===== src/rtl/uart_echo_buffer_pkg.sv =====
// Shared definitions for the UART echo buffer slice.
//   echo_state_e        : batch-mode state (Fill collects, Drain retransmits)
//   DefaultDepth        : default FIFO depth
//   DefaultMessageBytes : default batch message length
package uart_echo_pkg;

    localparam int unsigned StateBits = 1;

    typedef enum logic [StateBits-1:0] {
        StateFill  = 1'b0,
        StateDrain = 1'b1
    } echo_state_e;

    localparam int unsigned DefaultDepth        = 8;
    localparam int unsigned DefaultMessageBytes = 4;

endpackage


===== src/rtl/uart_echo_buffer_if.sv =====
// Byte handshake between receiver, echo buffer and transmitter.
//   rx_byte / rx_byte_valid   : byte offered by the receiver
//   rx_byte_done_out          : one-cycle ack, byte consumed
//   tx_byte_out               : byte for the transmitter
//   tx_byte_valid_out         : one-cycle transmit request
//   tx_byte_done              : transmitter idle/ready
// master = receiver/transmitter side, slave = echo buffer.
interface uart_echo_buffer_if;
    logic [7:0] rx_byte;
    logic       rx_byte_valid;
    logic       rx_byte_done_out;
    logic [7:0] tx_byte_out;
    logic       tx_byte_valid_out;
    logic       tx_byte_done;

    modport master (
        output rx_byte, rx_byte_valid, tx_byte_done,
        input  rx_byte_done_out, tx_byte_out, tx_byte_valid_out
    );

    modport slave (
        input  rx_byte, rx_byte_valid, tx_byte_done,
        output rx_byte_done_out, tx_byte_out, tx_byte_valid_out
    );
endinterface


===== src/rtl/uart_echo_buffer_byte_fifo.sv =====
// Byte FIFO with first-word-fall-through head.
//   clk, rst   : clock, synchronous active-high reset (flushes pointers/level)
//   push       : write push_data (caller guarantees not full)
//   pop        : discard head (caller guarantees not empty)
//   head       : current oldest entry, valid while !empty
//   full/empty : level == Depth / level == 0
//   level      : occupancy, 0..Depth
module byte_fifo
    import uart_echo_pkg::*;
#(
    parameter int unsigned Depth = DefaultDepth
) (
    input  logic                     clk,
    input  logic                     rst,
    input  logic                     push,
    input  logic                     pop,
    input  logic [7:0]               push_data,
    output logic [7:0]               head,
    output logic                     full,
    output logic                     empty,
    output logic [$clog2(Depth):0]   level
);
    localparam int unsigned PtrBits = $clog2(Depth);
    localparam logic [PtrBits-1:0] PtrOne    = PtrBits'(1);
    localparam logic [PtrBits:0]   LevelOne  = (PtrBits + 1)'(1);
    localparam logic [PtrBits:0]   LevelFull = (PtrBits + 1)'(Depth);

    logic [7:0]         mem [Depth];
    logic [PtrBits-1:0] wr_ptr;
    logic [PtrBits-1:0] rd_ptr;

    always_ff @(posedge clk) begin
        if (push) begin
            mem[wr_ptr] <= push_data;
        end
    end

    always_ff @(posedge clk) begin
        if (rst) begin
            wr_ptr <= '0;
            rd_ptr <= '0;
            level  <= '0;
        end else begin
            if (push) begin
                wr_ptr <= wr_ptr + PtrOne;
            end
            if (pop) begin
                rd_ptr <= rd_ptr + PtrOne;
            end
            case ({push, pop})
                2'b10:   level <= level + LevelOne;
                2'b01:   level <= level - LevelOne;
                default: level <= level;
            endcase
        end
    end

    assign head  = mem[rd_ptr];
    assign full  = (level == LevelFull);
    assign empty = (level == '0);

endmodule


===== src/rtl/uart_echo_buffer.sv =====
// Byte echo engine: buffers received bytes, XORs them with XorMask and
// retransmits them, either per byte (stream) or per MessageBytes message
// (batch).
//   clk, rst           : clock, synchronous active-high reset
//   uart               : receiver/transmitter handshake (slave side)
//   fifo_level_out     : FIFO occupancy
//   messages_done_out  : completed messages (every pop in stream mode); wraps
//   busy_out           : draining, or bytes still buffered
module uart_echo_buffer
    import uart_echo_pkg::*;
#(
    parameter int unsigned Depth        = DefaultDepth,
    parameter int unsigned MessageBytes = DefaultMessageBytes,
    parameter int unsigned BatchMode    = 1,
    parameter logic [7:0]  XorMask      = 8'h00,
    parameter int unsigned CountBits    = 16
) (
    input  logic                   clk,
    input  logic                   rst,
    uart_echo_buffer_if.slave      uart,
    output logic [$clog2(Depth):0] fifo_level_out,
    output logic [CountBits-1:0]   messages_done_out,
    output logic                   busy_out
);
    localparam int unsigned LevelBits = $clog2(Depth) + 1;
    localparam logic [LevelBits-1:0] LevelOne = LevelBits'(1);
    localparam logic [LevelBits-1:0] MsgLevel = LevelBits'(MessageBytes);
    localparam logic [LevelBits-1:0] LastSent = LevelBits'(MessageBytes - 1);
    localparam logic [CountBits-1:0] CountOne = CountBits'(1);

    echo_state_e          state;
    logic [LevelBits-1:0] sent;
    logic [LevelBits-1:0] level;
    logic [LevelBits-1:0] level_after;
    logic [7:0]           head;
    logic                 full;
    logic                 empty;
    logic                 armed;
    logic                 push;
    logic                 pop;
    logic                 drain_en;

    byte_fifo #(
        .Depth (Depth)
    ) u_fifo (
        .clk       (clk),
        .rst       (rst),
        .push      (push),
        .pop       (pop),
        .push_data (uart.rx_byte),
        .head      (head),
        .full      (full),
        .empty     (empty),
        .level     (level)
    );

    // A byte held valid across its ack is consumed once: 'armed' is only
    // restored after the receiver drops valid.
    always_comb begin
        drain_en = (BatchMode == 0) || (state == StateDrain);
        push     = uart.rx_byte_valid && armed && !uart.rx_byte_done_out && !full;
        pop      = drain_en && !empty && uart.tx_byte_done && !uart.tx_byte_valid_out;
        case ({push, pop})
            2'b10:   level_after = level + LevelOne;
            2'b01:   level_after = level - LevelOne;
            default: level_after = level;
        endcase
    end

    always_ff @(posedge clk) begin
        if (rst) begin
            state                  <= StateFill;
            sent                   <= '0;
            armed                  <= 1'b1;
            uart.rx_byte_done_out  <= 1'b0;
            uart.tx_byte_valid_out <= 1'b0;
            uart.tx_byte_out       <= 8'hff;
            messages_done_out      <= '0;
        end else begin
            uart.rx_byte_done_out  <= push;
            uart.tx_byte_valid_out <= pop;
            armed                  <= !uart.rx_byte_valid || (armed && !push);
            if (pop) begin
                uart.tx_byte_out <= head ^ XorMask;
            end
            if (BatchMode == 0) begin
                if (pop) begin
                    messages_done_out <= messages_done_out + CountOne;
                end
            end else begin
                case (state)
                    StateFill: begin
                        // level_after includes this cycle's push; also
                        // re-enters Drain when a full message is already queued.
                        if (level_after >= MsgLevel) begin
                            state <= StateDrain;
                            sent  <= '0;
                        end
                    end
                    StateDrain: begin
                        if (pop) begin
                            if (sent == LastSent) begin
                                state             <= StateFill;
                                messages_done_out <= messages_done_out + CountOne;
                            end else begin
                                sent <= sent + LevelOne;
                            end
                        end
                    end
                    default: state <= StateFill;
                endcase
            end
        end
    end

    assign fifo_level_out = level;
    assign busy_out       = (state == StateDrain) || !empty;

endmodule


===== src/flat_wrapper.sv =====
// flat-port wrapper written by rule: the top's interface ports become plain ports
module uart_echo_buffer_flat import uart_echo_pkg::*;
#(
    parameter int unsigned Depth        = DefaultDepth,
    parameter int unsigned MessageBytes = DefaultMessageBytes,
    parameter int unsigned BatchMode    = 1,
    parameter logic [7:0]  XorMask      = 8'h00,
    parameter int unsigned CountBits    = 16
)
  (clk, rst, fifo_level_out, messages_done_out, busy_out, uart_rx_byte, uart_rx_byte_valid, uart_tx_byte_done, uart_rx_byte_done_out, uart_tx_byte_out, uart_tx_byte_valid_out);
  uart_echo_buffer_if uart_i ();
  input  logic clk;
  input  logic rst;
  output logic [$clog2(Depth):0] fifo_level_out;
  output logic [CountBits-1:0] messages_done_out;
  output logic busy_out;
  input wire logic [$bits(uart_i.rx_byte)-1:0] uart_rx_byte;
  input wire logic [$bits(uart_i.rx_byte_valid)-1:0] uart_rx_byte_valid;
  input wire logic [$bits(uart_i.tx_byte_done)-1:0] uart_tx_byte_done;
  output wire logic [$bits(uart_i.rx_byte_done_out)-1:0] uart_rx_byte_done_out;
  output wire logic [$bits(uart_i.tx_byte_out)-1:0] uart_tx_byte_out;
  output wire logic [$bits(uart_i.tx_byte_valid_out)-1:0] uart_tx_byte_valid_out;
  assign uart_i.rx_byte = uart_rx_byte;
  assign uart_i.rx_byte_valid = uart_rx_byte_valid;
  assign uart_i.tx_byte_done = uart_tx_byte_done;
  assign uart_rx_byte_done_out = uart_i.rx_byte_done_out;
  assign uart_tx_byte_out = uart_i.tx_byte_out;
  assign uart_tx_byte_valid_out = uart_i.tx_byte_valid_out;
  uart_echo_buffer #(.Depth(Depth), .MessageBytes(MessageBytes), .BatchMode(BatchMode), .XorMask(XorMask), .CountBits(CountBits)) u_core (.clk(clk), .rst(rst), .uart(uart_i), .fifo_level_out(fifo_level_out), .messages_done_out(messages_done_out), .busy_out(busy_out));
endmodule

===== config.mk =====
export PLATFORM = sky130hd
export DESIGN_NAME = uart_echo_buffer_flat
export DESIGN_NICKNAME = d
export VERILOG_FILES = /design/src/rtl/uart_echo_buffer_pkg.sv /design/src/rtl/uart_echo_buffer_if.sv /design/src/rtl/uart_echo_buffer_byte_fifo.sv /design/src/rtl/uart_echo_buffer.sv /design/src/flat_wrapper.sv
export SDC_FILE = /design/constraint.sdc
export NUM_CORES = 1
export LEC_CHECK = 0
export BUFFER_PORTS_ARGS = -buffer_cell sky130_fd_sc_hd__buf_2
export CORE_AREA = 2 2 103 105
export CTS_CLUSTER_DIAMETER = 200
export DETAILED_ROUTE_END_ITERATION = 8
export DIE_AREA = 0 0 105 107
export PLACE_DENSITY_LB_ADDON = 0.3
export SYNTH_ARGS = -nofsm -noshare
export SYNTH_HDL_FRONTEND = slang
export SYNTH_SLANG_ARGS = --single-unit
export TNS_END_PERCENT = 1

===== constraint.sdc =====
create_clock -name clk -period 2.5 [get_ports clk]
set_input_delay 0.25 -clock clk [delete_from_list [all_inputs] [get_ports clk]]
set_output_delay 0.25 -clock clk [all_outputs]
set_load 0.02 [all_outputs]

=== Word-level counts from Yosys, hierarchy flattened ===
Memories as Yosys holds them, arrays and structs flattened. A register that Yosys moved wholly into a read port is not among the register bits.
Cells that the tools add are included.
Widths: inputs -> output; s select.

* Bits in registers: 34
* Bits in writable memories: 64
* Input bits: 12
* Output and inout bits: 31
* Logic and storage cells: 54
* Memories kept: 1

* Add/subtract/negate cells: 6
* Order comparisons: 1
* Eq/ne operators: 7
* Mux-type cells: 11
* Bitwise logic cells: 1
* Reductions and logical operators: 18

{| class="wikitable"
|+ Memories
! name !! words !! bits a word !! read ports !! clocked after Yosys merged registers in !! write ports !! line !! text
|-
| u_core.u_fifo.mem || 8 || 8 || 1 || 1 || 1 || uart_echo_buffer_byte_fifo.sv:28 || <nowiki>logic [7:0] mem [Depth];</nowiki>
|}

{| class="wikitable"
|+ Operators with widths
! operator !! count
|-
| $add 16x1->16 const B || 1
|-
| $pmux 4 s2 || 2
|-
| $mux 4 || 3
|-
| $add 4x1->4 const B || 2
|-
| $logic_and 1x1->1 || 7
|-
| $add 3x1->3 const B || 2
|-
| $logic_not 1->1 || 6
|-
| $reduce_and 3->1 || 2
|-
| $mux 1 || 5
|-
| $eq 4x2->1 const B || 1
|-
| $eq 4x4->1 const B || 1
|-
| $ge 4x3->1 const B || 1
|-
| $logic_not 4->1 || 1
|-
| $ne 2x2->1 const B || 2
|-
| $sub 4x1->4 const B || 1
|-
| $eq 2x1->1 const B || 1
|-
| $eq 2x2->1 const B || 1
|-
| $logic_or 1x1->1 || 2
|-
| $ne 2x1->1 const B || 1
|-
| $pmux 1 s2 || 1
|-
| $not 1->1 || 1
|}

=== Longest topological paths before layout ===
Gate-level depths: netlist (run 1).

* Depth after elaboration: 10
* Mapped depth: 12
* Mapped depth without buffers: 11

=== Modules after synthesis ===
From an unflattened synthesis (run 1), not the netlist that was laid out.

* Cells, all modules: 344
* Area, all modules: 4693.3 µm²

{| class="wikitable"
|+ By module, submodules not included
! module !! instances !! cells each !! area each (µm²) !! seq. area each (µm²)
|-
| byte_fifo || 1 || 163 || 3093.0 || 2182.1
|-
| uart_echo_buffer || 1 || 181 || 1600.3 || 640.6
|}

=== Worst setup path after synthesis (run 1) ===
No wires, ideal clock.

* Path type: reg2reg
* Start point: reg u_core.u_fifo.level[1]
* End point: reg u_core.sent[0]
* Setup time: 95 ps
* Arrival time: 2817 ps
* Data required time: 2405 ps
* Path slack: -412 ps
* Stages on the path, launching flop included: 13
* Path buffers: 1
* Clock period less this slack: 2912 ps
* Cell sequence: dfxtp_1 > buf_6 > or4_4 > nand2_4 > inv_2 > ha_1 > xor2_1 > ha_1 > a21oi_1 > mux2i_1 > xor2_1 > nand3_1 > o311ai_1

* Word-level cells in the longest chain between the ends: 10
* Elaborated cells between the ends (all ways): 17
* Classes of those cells: add/sub: 2; order compare: 1; eq/ne: 5; mux: 1; reduce/logical: 8

{| class="wikitable"
|+ Ends and longest elaborated chain
! what !! line !! text
|-
| start, declared || uart_echo_buffer_byte_fifo.sv:21 || <nowiki>output logic [$clog2(Depth):0] level</nowiki>
|-
| start signal, assigned || uart_echo_buffer_byte_fifo.sv:51 || <nowiki>2'b10: level <= level + LevelOne;</nowiki>
|-
| start signal, assigned || uart_echo_buffer_byte_fifo.sv:52 || <nowiki>2'b01: level <= level - LevelOne;</nowiki>
|-
| start signal, assigned || uart_echo_buffer_byte_fifo.sv:53 || <nowiki>default: level <= level;</nowiki>
|-
| $logic_not 4->1 * || uart_echo_buffer_byte_fifo.sv:60 || <nowiki>assign empty = (level == '0);</nowiki>
|-
| $logic_not 1->1 * || uart_echo_buffer.sv:62 || <nowiki>pop = drain_en && !empty && uart.tx_byte_done && !uart.tx_byte_valid_out;</nowiki>
|-
| $logic_and 1x1->1 * (3 in a row) || uart_echo_buffer.sv:62 ||
|-
| named net u_core.pop || uart_echo_buffer.sv:40 || <nowiki>logic pop;</nowiki>
|-
| $eq 2x1->1 or $eq 2x2->1 (tied branches) || uart_echo_buffer.sv:63 || <nowiki>case ({push, pop})</nowiki>
|-
| $pmux 4 s2 || uart_echo_buffer.sv:63 ||
|-
| $ge 4x3->1 || uart_echo_buffer.sv:95 || <nowiki>if (level_after >= MsgLevel) begin</nowiki>
|-
| $ne 2x1->1 (no line) || - ||
|-
| $reduce_and 3->1 (no line) * || - ||
|-
| end signal, assigned || uart_echo_buffer.sv:106 || <nowiki>sent <= sent + LevelOne;</nowiki>
|-
| end, declared || uart_echo_buffer.sv:32 || <nowiki>logic [LevelBits-1:0] sent;</nowiki>
|}

Mark *: on every way through the listed nets, which the timed path passes. The rest lies on a longest branch.
A chain may end at the register's enable or synchronous reset.

=== Worst setup path after layout (run 1) ===
* Start point: reg u_core.u_fifo.level[1]
* End point: reg u_core.sent[1]

Same word-level chain as after synthesis.

==> results of run 1 <==
==> stage by stage <==
step | util, % | setup slack [ns] | power [mW]
finish | 51.0 | -0.0220 | 3.07
floorplan | - | -0.184 | 2.06
CTS | 51.0 | -0.0446 | 3.11
global route | 51.0 | -0.145 | 3.19
global placement | 49.1 | 0.0374 | 2.13
detailed placement | 49.1 | -0.0424 | 2.14
==> what timing repair did <==
| item | CTS | global route |
|---|---|---|
| setup endpoints to repair | 4 | 5 |
| pin swaps | 2 | 4 |
| resized for setup | 1 | 1 |
==> metal layers <==
metal / global-route usage [%] / up-vias
li1: - / 1323
met5: 0 / -
met1: 20.9 / 1329
met4: 5.90 / 0
met3: 3.59 / 13
met2: 28.0 / 49
==> power by group through the flow <==
stage	Combinational (mW)	Clock [mW]	Sequential, mW
after floorplan	0.116	0	1.95
after global routing	0.215	1.07	1.90
final	0.197	0.974	1.90
after detailed placement	0.198	0	1.94
after CTS	0.199	1.02	1.90
after global placement	0.191	0	1.94
==> path summary, 6_finish.rpt <==
check,end,cells past startpoint
worst max-delay path,u_core.sent[1],11
worst min register to register,u_core.uart.tx_byte_out[0],1
worst min-delay path,u_core.armed,2
worst max register to register,u_core.sent[1],11
==> worst reg2reg max path, stage by stage, from the launching register on <==
cell,delay (ns)
dfxtp_4,0.35
or4_4,0.54
nand2_4,0.10
inv_4,0.04
ha_4,0.16
xor2_2,0.14
ha_2,0.17
a21oi_2,0.11
mux2i_1,0.22
xor2_1,0.20
nand3_1,0.14
o311ai_1,0.25
==> logic make-up (layout without fill, tap and decap cells) <==
group / after synthesis / count (layout) / synth area share (%)
and+or+nand+nor: 115 / 115 / 14.5
DFF: 106 / 106 / 61.6
muxes: 28 / 28 / 10.7
AOI/OAI and AO/OA: 24 / 24 / 4.07
xor gates and xnor gates: 20 / 20 / 3.91
buffers and inverters: 20 / 86 / 3.18
adders and majority gates: 7 / 7 / 1.95
==> layout by cell type (no fill, tap or decap), types with 2 or more instances in the layout <==
master and n:
and4_1 2, or3_1 3, ha_1 5, nand4_1 5, buf_4 23, mux4_2 16
nor3_1 5, edfxtp_1 64, clkinv_4 2, a21oi_1 4, nand3_1 7, buf_2 42
nor4b_1 3, o311ai_1 2, nor2_1 36, nor4_1 8, nand3b_1 4, nor3b_1 3
a21oi_2 2, xor2_1 8, inv_1 2, nand2b_1 4, xnor2_1 11, clkbuf_8 10
a31oi_1 2, dfxtp_1 39, nor2b_1 2, nand2_1 19, a211o_1 8, mux2i_1 11
dfxtp_2 2, clkbuf_1 2
==> sequential cells by signal (all words and copies together), names as in the netlist <==
signal                         cells
u_core.u_fifo.wr_ptr               3
u_core.u_fifo.mem                 64
u_core.messages_done_out          16
u_core.uart.tx_byte_out            8
u_core.sent                        4
u_core.armed                       1
u_core.uart.rx_byte_done_out       1
u_core.uart.tx_byte_valid_out      1
u_core.u_fifo.rd_ptr               3
u_core.drain_en                    1
u_core.u_fifo.level                4
==> cell type report <==
| type | instances | area [um2] | share of cell area [%] |
|---|---|---|---|
| sequential | 106 | 2770 | 53.8 |
| clock inverter | 4 | 36.3 | 0.705 |
| timing repair buffer | 66 | 403 | 7.82 |
| tap | 136 | 170 | 3.30 |
| multi-input combinational | 194 | 1610 | 31.2 |
| clock buffer | 12 | 145 | 2.82 |
| inverter | 4 | 17.5 | 0.340 |
==> impl_metrics.toml, run 1 <==
[global_routing]
grt_pass1_wl_mm = 14.0
grt_pass1_vias = 2671
grt_max_degree = 35
track_usage_pct = 16.5
antenna_found_initial = 0
grt_overflow = 0

[floorplan]
core.rowCount = 37
dieArea_um2 = 11200
dieHeight_um = 107
core-area_um2 = 10100
initial_core_util_pct = 44.4
die_w_um = 105
io_pins = 43

[final_layout]
drive_above_1_share_pct = 30.6
final_nets = 400
fin_area_um2 = 5150
antennaDiodeCount = 0
fill_cells = 928
syn2layout_area_growth_pct = 14.8
layout.cells.non_filler = 522

[timing]
hold_slack_ns = 0.0929
finalSetupTns_ns = -0.0386
relSlewSlack_pct = 51.5
post-route-period-util_pct = 101
hold_violations = 0
rsz0062_at_grt = "yes"
clock-skew-final_ns = 0.0104
period_needed_ns = 2.52
tightest_slew_ns = 0.721
clock.fmax_mhz = 397
slew_viol_final = 0
setup_viol = 2
setup_ws_ns = -0.0220

[logic_synthesis]
syn_inst = 320
synth_top_cell_by_area = "edfxtp_1"
synth-async-reset-ratio_pct = 0
yosysWarnings = 0
synth-seq-cells = 106
synth_edf_count = 64
synth_most_common_cell = "edfxtp_1"
netlist_area_um2 = 4480
synth_nets = 339
yosysUniqueCellTypes = 54
seq_area_frac_synth_pct = 61.6
synth_top_area_share_pct = 42.9
synth_ff_type = "edfxtp_1"
netlist_top_cells_count = "64 x edfxtp_1, 42 x dfxtp_1, 36 x nor2_1, 19 x nand2_1, 16 x mux4_2"
yosys-top-cells-area = "edfxtp_1 43%, dfxtp_1 19%, mux4_2 8.0%"
syn_avg_cell_area_um2 = 14.0

[setup_path]
worst_path_max_delay_cell = "or4_4"
worstSetupStartpoint = "u_core.u_fifo.level[1]"
crit_chain = "or4_4, nand2_4, inv_4, ha_4, xor2_2, ha_2, a21oi_2, mux2i_1, xor2_1, nand3_1, o311ai_1"
critPathTopFamily = "simple AND/OR/NAND/NOR gates"
path_class = "register to register"
reg2reg_from = "u_core.u_fifo.level[1]"
slowest_delay_ns = 0.54
worst-path-max-fanout = 3
critPathBufInv = 1
critPathArrivalTime_ns = 2.80
crit_path_start_kind = "register"
cp-end-kind = "register"
r2r_slack_ns = -0.02
critPathRequiredTime_ns = 2.78

[placed_design]
placedCellCount = 506
dpl_cell_area_um2 = 4960
gp_congestion = 0.728
io_buffers = 42
hpwl_mm = 5.55

[routing]
route.met3.wl_um = 300
dr_wl_met2_mm = 4.28
wl_mm = 8.62
vias_per_cell = 5.20
drt_drc_violations_left = 0
avgRoutedWirePerCell_um = 16.5
vias = 2714
top_layer_used = "met4"
drt_iter0_drc = 122
dr.pass1.iters = 4
drtAntennaViolNets = 0
wl_met1_mm = 3.92

[clock_tree]
cts-root-buf = "clkbuf_8"
cts_buffers = 9
cts_tree = "done"
ctsHoldBuffers = 0
cts_buffer_depth = 2
clkTransAtPathRegs_ns = 0.10
cts.sinks = 106
htree_num_levels = 3
cts_setup_buffers = 0
insertion_delay_ns = 0.36

[power]
power_density_nw_per_um2 = 596
clkPwrFrac_pct = 31.7
swShare_pct = 22.9
peakVddDrop_mv = 0.267
leakage_nw = 1.80
comb_power_share_pct = 6.4
seq_power_share_pct = 61.9
internal_power_mw = 2.37
p_switching_mw = 0.704

[outcome]
violations = "negative setup slack"
status = "finished, violations left"

[flow_run]
timing.max_cap.violations = 0

[worst_hold_path]
min_from = "uart_rx_byte_valid"
hold_class = "input pin to register"
Note: power is estimated with default switching activity, not from simulation.
==> run 2: changes to the inputs <==
==> constraint.sdc (replaced) <==
create_clock -name clk -period 2.5 [get_ports clk]
set_input_delay 0.25 -clock clk [delete_from_list [all_inputs] [get_ports clk]]
set_output_delay 0.25 -clock clk [all_outputs]
set_load 0.05 [all_outputs]
==> run 2 against run 1 <==
Against the previous run: the run still ends with negative setup slack left; power increased by 0.87%; sequential power hardly changed; first-iteration DRC count grew 34%; utilization is essentially flat; count of clock-buffer cells in the layout fell by 3; highest routed layer unchanged.
==> impl_metrics.toml, run 2 (synthesis results as in run 1) <==
[outcome]
status = "finished, violations left"
violations = "negative setup slack"

[clock_tree]
htree_num_levels = 3
clkTransAtPathRegs_ns = 0.09
cts.sinks = 106
cts_buffers = 9
ctsHoldBuffers = 0
cts_setup_buffers = 0
cts_buffer_depth = 2
insertion_delay_ns = 0.36
cts_tree = "done"
cts-root-buf = "clkbuf_8"

[final_layout]
final_nets = 400
regMostFlops = "u_core.u_fifo.mem"
drive_above_1_share_pct = 31.3
largest_reg_flops = 64
layout.area.seq_um2 = 2780
syn2layout_area_growth_pct = 14.8
fill_cells = 927
layout.cells.non_filler = 522
antennaDiodeCount = 0
layout_commonest_cell = "edfxtp_1"
multi_input_area_um2 = 1610
top_regs = "u_core.u_fifo.mem (64), u_core.messages_done_out (16), u_core.uart.tx_byte_out (8)"
fin_util_pct = 51.0
layout_common_cells = "64 x edfxtp_1, 42 x buf_2, 38 x dfxtp_1"

[floorplan]
io_pins = 43
dieArea_um2 = 11200
core.rowCount = 37
die_w_um = 105
dieHeight_um = 107
core-area_um2 = 10100
initial_core_util_pct = 44.4

[routing]
drt_iter0_drc = 163
vias = 2744
vias_per_cell = 5.26
drtAntennaViolNets = 0
drt_drc_violations_left = 0
avgRoutedWirePerCell_um = 16.0
wl_mm = 8.35
dr.pass1.iters = 4

[flow_run]
timing.max_cap.violations = 0

[global_routing]
antenna_found_initial = 0
grt_overflow = 0
grt_pass1_wl_mm = 13.3
grt_pass1_vias = 2591
track_usage_pct = 15.4
grt_max_degree = 38

[power]
leakage_nw = 1.81
power_density_nw_per_um2 = 602
peakVddDrop_mv = 0.297

[setup_path]
critPathTopFamily = "simple AND/OR/NAND/NOR gates"
reg2reg_from = "u_core.u_fifo.level[2]"
worst-path-max-fanout = 3
critPathBufInv = 1
worst_path_max_delay_cell = "or4_4"
critPathRequiredTime_ns = 2.77
critPathArrivalTime_ns = 2.82
slowest_delay_ns = 0.55
cp-end-kind = "register"
path_common_cell = "xor2_1"
path_class = "register to register"
crit_path_start_kind = "register"
crit_chain = "or4_4, nand2_4, inv_4, ha_4, xor2_1, ha_2, a21oi_2, mux2i_1, xor2_1, nand3_1, o311ai_1"
worstSetupStartpoint = "u_core.u_fifo.level[2]"

[placed_design]
gp_congestion = 0.739
hpwl_mm = 5.46
placedCellCount = 506
place_ws_ns = -0.0293
io_buffers = 42

[timing]
clock-skew-final_ns = 0.0105
relSlewSlack_pct = 48.7
period_needed_ns = 2.56
tightest_slew_ns = 0.764
setup_viol = 3
hold_violations = 0
clock.fmax_mhz = 391
slew_viol_final = 0
post-route-period-util_pct = 102
rsz0062_at_grt = "yes"
setup_ws_ns = -0.0558

[worst_hold_path]
hold_class = "input pin to register"
min_from = "uart_rx_byte_valid"
==> run 2: final timing paths <==
path	slack, ns	cells past startpoint	end
max	-0.06	11	u_core.sent[1]
max reg2reg	-0.06	11	u_core.sent[1]
min reg2reg	0.47	1	u_core.uart.tx_byte_out[1]
min	0.09	2	u_core.armed
==> run 2: where the power goes <==
group | switching (mW) | internal (mW) | leakage (nW)
combinational | 0.132 | 0.0806 | 0.791
clock | 0.601 | 0.383 | 0.0954
sequential | 0.0174 | 1.88 | 0.922
total | 0.751 | 2.35 | 1.81
==> run 2: per-stage QoR <==
step | total power [mW] | hold slack (ns) | TNS [ns] | cell area (um2)
after CTS | 3.14 | 0.0734 | -0.0865 | 5130
after detailed placement | 2.15 | 0.453 | -0.0531 | 4950
after floorplan | 2.08 | 0.336 | -0.728 | 4520
final | 3.10 | 0.0920 | -0.105 | 5150
after global routing | 3.21 | 0.0866 | -0.790 | 5150
after global placement | 2.15 | 0.442 | 0 | 4950
==> run 2: routing by layer <==
metal / track usage, % / wire length, um
met5: 0 / 0
met4: 4.76 / 112
met3: 4.13 / 286
met2: 25.8 / 4050
met1: 19.6 / 3900
==> run 2: final cells by class <==
cell class                 count  area share (%)
clock inverter                 7            1.17
inverter                       4           0.340
sequential                   106            53.9
multi-input combinational    194            31.3
clock buffer                   9            2.41
timing repair buffer          66            7.59
tap                          136            3.31
==> run 2: timing repair <==
| action | in CTS | in global routing |
|---|---|---|
| gates resized for setup | 0 | 2 |
| setup endpoints to repair | 4 | 5 |
| pin swaps | 3 | 1 |
